--- src/rtl/mult_pkg.sv ---
// Shared widths and state encoding for the sequential Booth multiplier.
package mult_pkg;
  localparam int MULT_W    = 32;
  localparam int MULT_ITER = 32;
  localparam int CNT_W     = 5;

  typedef enum logic [1:0] {
    ST_IDLE = 2'd0,
    ST_RUN  = 2'd1,
    ST_DONE = 2'd2
  } mult_state_t;
endpackage

--- src/rtl/csa_32.sv ---
// 32-bit carry-select adder: 16-bit low half ripples, high half is precomputed for both carries.
module csa_32 (
  input  logic [31:0] a,
  input  logic [31:0] b,
  input  logic        cin,
  output logic [31:0] sum,
  output logic        overflow
);
  logic [16:0] lo_sum;
  logic [15:0] hi_sum0;
  logic [15:0] hi_sum1;

  always_comb begin
    lo_sum  = {1'b0, a[15:0]} + {1'b0, b[15:0]} + {16'd0, cin};
    hi_sum0 = a[31:16] + b[31:16];
    hi_sum1 = a[31:16] + b[31:16] + 16'd1;
    sum     = {(lo_sum[16] ? hi_sum1 : hi_sum0), lo_sum[15:0]};
    // Signed overflow: operands agree in sign but the result does not.
    overflow = (a[31] == b[31]) && (sum[31] != a[31]);
  end
endmodule

--- src/rtl/mult_seq.sv ---
// Sequential 32x32 signed radix-2 Booth multiplier sharing one csa_32 across 32 iterations.
// state   | meaning
// IDLE    | waiting for start, operands captured on accept
// RUN     | one Booth add/sub/pass plus arithmetic shift per cycle
// DONE    | ready pulse, result registers valid; start accepted as in IDLE
module mult_seq
  import mult_pkg::*;
(
  input  logic              clock,
  input  logic              reset_n,
  input  logic              start,
  input  logic [MULT_W-1:0] op_a,
  input  logic [MULT_W-1:0] op_b,
  output logic              busy,
  output logic              ready,
  output logic [MULT_W-1:0] product,
  output logic              overflow
);
  mult_state_t       state;
  logic [MULT_W-1:0] reg_a;
  logic [MULT_W-1:0] reg_q;
  logic [MULT_W-1:0] reg_m;
  logic              q_m1;
  logic [CNT_W-1:0]  cnt;

  logic [MULT_W-1:0] add_b;
  logic              add_cin;
  logic [MULT_W-1:0] add_sum;
  logic              add_ovf;
  logic [MULT_W-1:0] a_next;
  logic [MULT_W-1:0] q_next;

  always_comb begin
    add_b   = '0;
    add_cin = 1'b0;
    case ({reg_q[0], q_m1})
      2'b01: add_b = reg_m;
      2'b10: begin
        add_b   = ~reg_m;
        add_cin = 1'b1;
      end
      default: add_b = '0;
    endcase
  end

  csa_32 u_csa (
    .a        (reg_a),
    .b        (add_b),
    .cin      (add_cin),
    .sum      (add_sum),
    .overflow (add_ovf)
  );

  // The true 33-bit sign is sum[31]^ovf; shifting it in keeps M = 0x80000000 correct.
  always_comb begin
    a_next = {add_sum[MULT_W-1] ^ add_ovf, add_sum[MULT_W-1:1]};
    q_next = {add_sum[0], reg_q[MULT_W-1:1]};
  end

  always_ff @(posedge clock or negedge reset_n) begin
    if (!reset_n) begin
      state    <= ST_IDLE;
      reg_a    <= '0;
      reg_q    <= '0;
      reg_m    <= '0;
      q_m1     <= 1'b0;
      cnt      <= '0;
      busy     <= 1'b0;
      ready    <= 1'b0;
      product  <= '0;
      overflow <= 1'b0;
    end else begin
      case (state)
        ST_IDLE, ST_DONE: begin
          ready <= 1'b0;
          if (start) begin
            reg_m <= op_a;
            reg_q <= op_b;
            reg_a <= '0;
            q_m1  <= 1'b0;
            cnt   <= '0;
            busy  <= 1'b1;
            state <= ST_RUN;
          end else begin
            state <= ST_IDLE;
          end
        end
        ST_RUN: begin
          reg_a <= a_next;
          reg_q <= q_next;
          q_m1  <= reg_q[0];
          cnt   <= cnt + CNT_W'(1);
          if (cnt == CNT_W'(MULT_ITER - 1)) begin
            state    <= ST_DONE;
            busy     <= 1'b0;
            ready    <= 1'b1;
            product  <= q_next;
            overflow <= (a_next != {MULT_W{q_next[MULT_W-1]}});
          end
        end
        default: state <= ST_IDLE;
      endcase
    end
  end
endmodule

--- config.mk ---
export PLATFORM = sky130hd
export DESIGN_NAME = mult_seq
export DESIGN_NICKNAME = d
export VERILOG_FILES = /design/src/rtl/mult_pkg.sv /design/src/rtl/csa_32.sv /design/src/rtl/mult_seq.sv
export SDC_FILE = /design/constraint.sdc
export NUM_CORES = 1
export LEC_CHECK = 0
export CAP_MARGIN = 40
export CORE_ASPECT_RATIO = 1.4
export CORE_MARGIN = 2
export CORE_UTILIZATION = 30
export CTS_CLUSTER_SIZE = 14
export DETAILED_ROUTE_END_ITERATION = 10
export PLACE_DENSITY = 0.59
export SETUP_SLACK_MARGIN = 0.3
export SYNTH_ARGS = -nofsm -noshare
export SYNTH_HDL_FRONTEND = slang
export SYNTH_SLANG_ARGS = --single-unit
--- constraint.sdc ---
create_clock -name clock -period 11.29 [get_ports clock]
set_input_delay 1.129 -clock clock [delete_from_list [all_inputs] [get_ports clock]]
set_output_delay 1.129 -clock clock [all_outputs]
set_load 0.05 [all_outputs]
==> results by stage <==
Synthesis:
- The async set or reset register ratio after synthesis is 1.000.
- Of the total synthesized cell area, the portion taken by full adders, half adders and majority gates is 0.05554.
- After technology mapping, the gate count stands at 954.
- The number of different library cells used by synthesis comes to 78.
- The parity-gate share of the synthesized area counting xor and xnor cells is 0.03301.
- The commonest cells after synthesis are nand2_1 (181), dfrtp_1 (139), o21ai_0 (66).
- The dominant cell by count in the synthesized netlist is nand2_1.
- Synthesis produced a netlist with a net count of approximately 1.1k.
- The mean post-synth cell area is between 9 and 10 um^2.
- The share of synthesized cell area in and, or, nand and nor gates is 0.1998.
- The cell taking the most area after synthesis is dfrtp_1.
- The Yosys warning count is 0.
- The cell area after synthesis is between 8000 and 9000 um^2.
- After synthesis, the largest family of logic cells by area is compound AO/OA/AOI/OAI gates.
- The most used flip-flop cell after synthesis is dfrtp_1.
- Of the post-synthesis cell area, the dominant cell type holds 0.3990.
- The share of the synthesized area in compound gates (AO/OA/AOI/OAI) is 0.2002.
- Of the synthesized area, sequential elements account for 0.3990.
- The mux cell area share after synthesis is 0.08022.
- Synthesis inferred between 100 and 150 register bits.
- By area the synthesized netlist is led by dfrtp_1 (40%), nand2_1 (7.8%), ha_1 (4.7%).
- The number of enable-type register cells in the synthesized netlist is 0.

Placement:
- OpenSTA, run right after detailed placement, puts the worst setup slack at 6449 ps.
- The estimated wirelength of the detail-placed design is ~15 mm.
- During placement, the flow inserted port buffers numbering 101.
- The routability-driven placement congestion ratio is just over 0.8.

Final layout:
- The layout has between 2k and 3k filler cells.
- Of the cells placed in the final design, the portion with a size suffix greater than 1 is 0.09712.
- The post-layout net count is between 1k and 1.5k.
- The relative area change from synthesis to final layout is 22.98%.
- The number of antenna cells inserted is 0.

Route:
- For this run, design rule violations remaining after detail routing come to 0.
- The starting DRC count in detailed routing is ~300.
- The number of vias per cell is 5.148.
- Dividing the detail-routed wire length by the instance count gives 15.24 um.
- The routed via count is about 7.3k.
- Wires add up to ~22 mm.
- Once detail routing completed, the nets flagged for antenna violations numbered 0.
- The number of iterations in the first detailed-routing pass is 7.

Floorplanning:
- In this run the horizontal extent of the chip is between 100 and 150 um.
- The die covers between 30000 and 40000 um^2.
- For this design the top-level I/O count stands at a little over 100.
- Measured along the y axis, the die boundary spans roughly 210 um.
- The starting utilization of the core area is 0.3059.
- The core area is ~28000 um^2.
- The row count is 73.

STA:
- Setup violations remaining at the end of the flow were counted as 0.
- Setup repair after global routing left no endpoint under its margin.
- The slack of the critical path is between 6000 and 7000 ps.
- Subtracting the final worst setup slack from the clock period gives roughly 4800 ps.
- The setup clock skew after layout is approximately 14 ps.
- The number of failing hold endpoints at the final stage came to 0.
- The max-slew violation total from the final report is 0.
- The slew of the pin with the lowest slew margin is 900.6 ps.
- Headroom to the max-slew limit came out at 0.3960.
- Dividing the final minimum period by the clock period gives 0.4275.
- Adding up every negative setup slack in the final design gives 0 ps.
- Based on the critical path, the design can be clocked at up to slightly above 200 MHz.

Global route:
- The first-pass GRT wire length is between 30 and 40 mm.
- In the global route stage, met2 resource usage came out at 0.2624.
- The number of antenna violations at the first check in global routing is 0.
- Global routing finished with a remaining overflow of 0.
- The via count of the first global-routing pass is between 7k and 8k.
- The global routing stage identified its most utilized layer as met2.
- In the global route stage, overall resource usage came out at 0.1467.
- For this run, global-route usage on met1 was measured as 0.1692.
- The largest net degree at the start of global routing is 74.
- The met3 track utilization from global routing is 0.02838.

Worst setup path:
- Together, buffers and inverters on the worst path number 1.
- For this design, the slowest cell found on the critical path is o21ai_1.
- The worst setup path is launched from a flip-flop.
- The worst setup path is captured at a flip-flop.
- The worst path required time is 11620 ps.
- The signal on the critical path passes through nor2b_2, buf_4, a21oi_1, fa_1, fa_1, nand2b_1, a21oi_1, o211ai_1, o21ai_1, nand4_2, or3_4, or2_4, xor2_2, maj3_2, a22o_1.
- Of all nets on the critical path, the largest fanout is 32.
- The type of the setup path with the least slack is flip-flop to flip-flop.
- The arrival time of data at the critical path endpoint is between 5000 and 6000 ps.
- On the worst path, the slowest cell contributes a delay of approximately 620 ps.
- The kind of cell adding the most delay to the critical path is compound AO/OA/AOI/OAI gates.

CTS:
- CTS placed an instance of clkbuf_16 at the clock tree root.
- Buffers added to address setup during post-CTS repair amount to 0.
- TritonCTS built the clock tree.
- The number of buffers created by CTS is 17.
- Clock-pin slew was measured on the worst setup and hold paths at around 60 ps.
- For this design, the sink count on the clock tree is around 140.
- The number of hold buffers added after cts is 0.
- The buffer levels on the longest clock path is 2.
- The clock tree synthesis step divided the H-tree into 4 levels.
- The insertion delay to the later sink of the worst-skew pair is 440 ps.
- The count of instances resized after the clock tree is built is 0.

Job:
- The tool flagged a number of max-cap violations equal to 0.

Hold path:
- The kind of path behind the tightest hold check is flip-flop to flip-flop.

Run status:
- The flow ran to the end, and the final reports show no timing, DRC or antenna violations.
[logic make-up (layout without fill, tap and decap cells)]
| group | count (synthesis) | count (layout) |
|---|---|---|
| compound gates | 259 | 259 |
| xor+xnor | 32 | 32 |
| fa+ha+maj | 37 | 37 |
| buf+inv | 71 | 157 |
| flops | 139 | 139 |
| mux | 66 | 66 |
| simple gates | 350 | 350 |
[layout by cell type, fill, tap and decap left out, drive strengths merged, types with 21 or more instances in the layout]
cell	n
a21oi	63
clkdlybuf4s50	99
ha	33
dfrtp	139
nor2	28
o21ai	74
a211oi	37
xnor2	21
nand2	181
mux2	31
nor2b	41
mux2i	35
[worst min-delay path, stage by stage, from the launching register on]
cell	delay (ps)
dfrtp_1	340
nand2_1	50
o21ai_0	60
[worst paths after layout]
kind / cells after the start / slack [ps] / from / endpoint
max: 15 / 6460 / reg_q[0]$_DFFE_PN0P_ / reg_a[31]$_DFFE_PN0P_
min: 2 / 480 / product[31]$_DFFE_PN0P_ / product[31]$_DFFE_PN0P_
max reg2reg: 15 / 6460 / reg_q[0]$_DFFE_PN0P_ / reg_a[31]$_DFFE_PN0P_
min reg2reg: 2 / 480 / product[31]$_DFFE_PN0P_ / product[31]$_DFFE_PN0P_
max in group asynchronous: 3 / 9480 / reset_n / state[1]$_DFFE_PN0P_
min in group asynchronous: 1 / 720 / reset_n / reg_m[7]$_DFFE_PN0P_
[state kept, by name, indices dropped and copies added, names as in the netlist]
name and flops:
busy 1, cnt 5, overflow 1, product 32
q_m1 1, ready 1, reg_a 32, reg_m 32
reg_q 32, state 2
[stage by stage]
stage	area, um^2	hold slack, ps	utilization	cells
3_3_place_gp	10050	461.9	0.3526	1381
3_5_place_dp	10100	469.8	0.3545	1383
4_1_cts	10720	484.0	0.3762	1415
5_1_grt	10720	518.2	0.3762	1415
2_1_floorplan	8718	449.4	-	954
6_report	10720	477.4	0.3762	1415
[final cells by class]
cell class                      count  area [um^2]  share of cell area
Clock buffer                       20        456.7             0.04260
Clock inverter                     12        161.4             0.01505
Inverter                           12        45.04            0.004201
Multi-Input combinational cell    744         4971              0.4636
Sequential cell                   139         3481              0.3247
Tap cell                          375        469.2             0.04376
Timing Repair Buffer              113         1137              0.1061
[routing by layer]
metal | wire (um) | vias to the layer above
li1 | - | 3604
met1 | 9114 | 3523
met2 | 11120 | 121
met3 | 749 | 37
met4 | 579 | 0
met5 | 0 | -
Power is not shown: default switching activity piles up to over one toggle a cycle in this logic, so the estimate is an artifact.
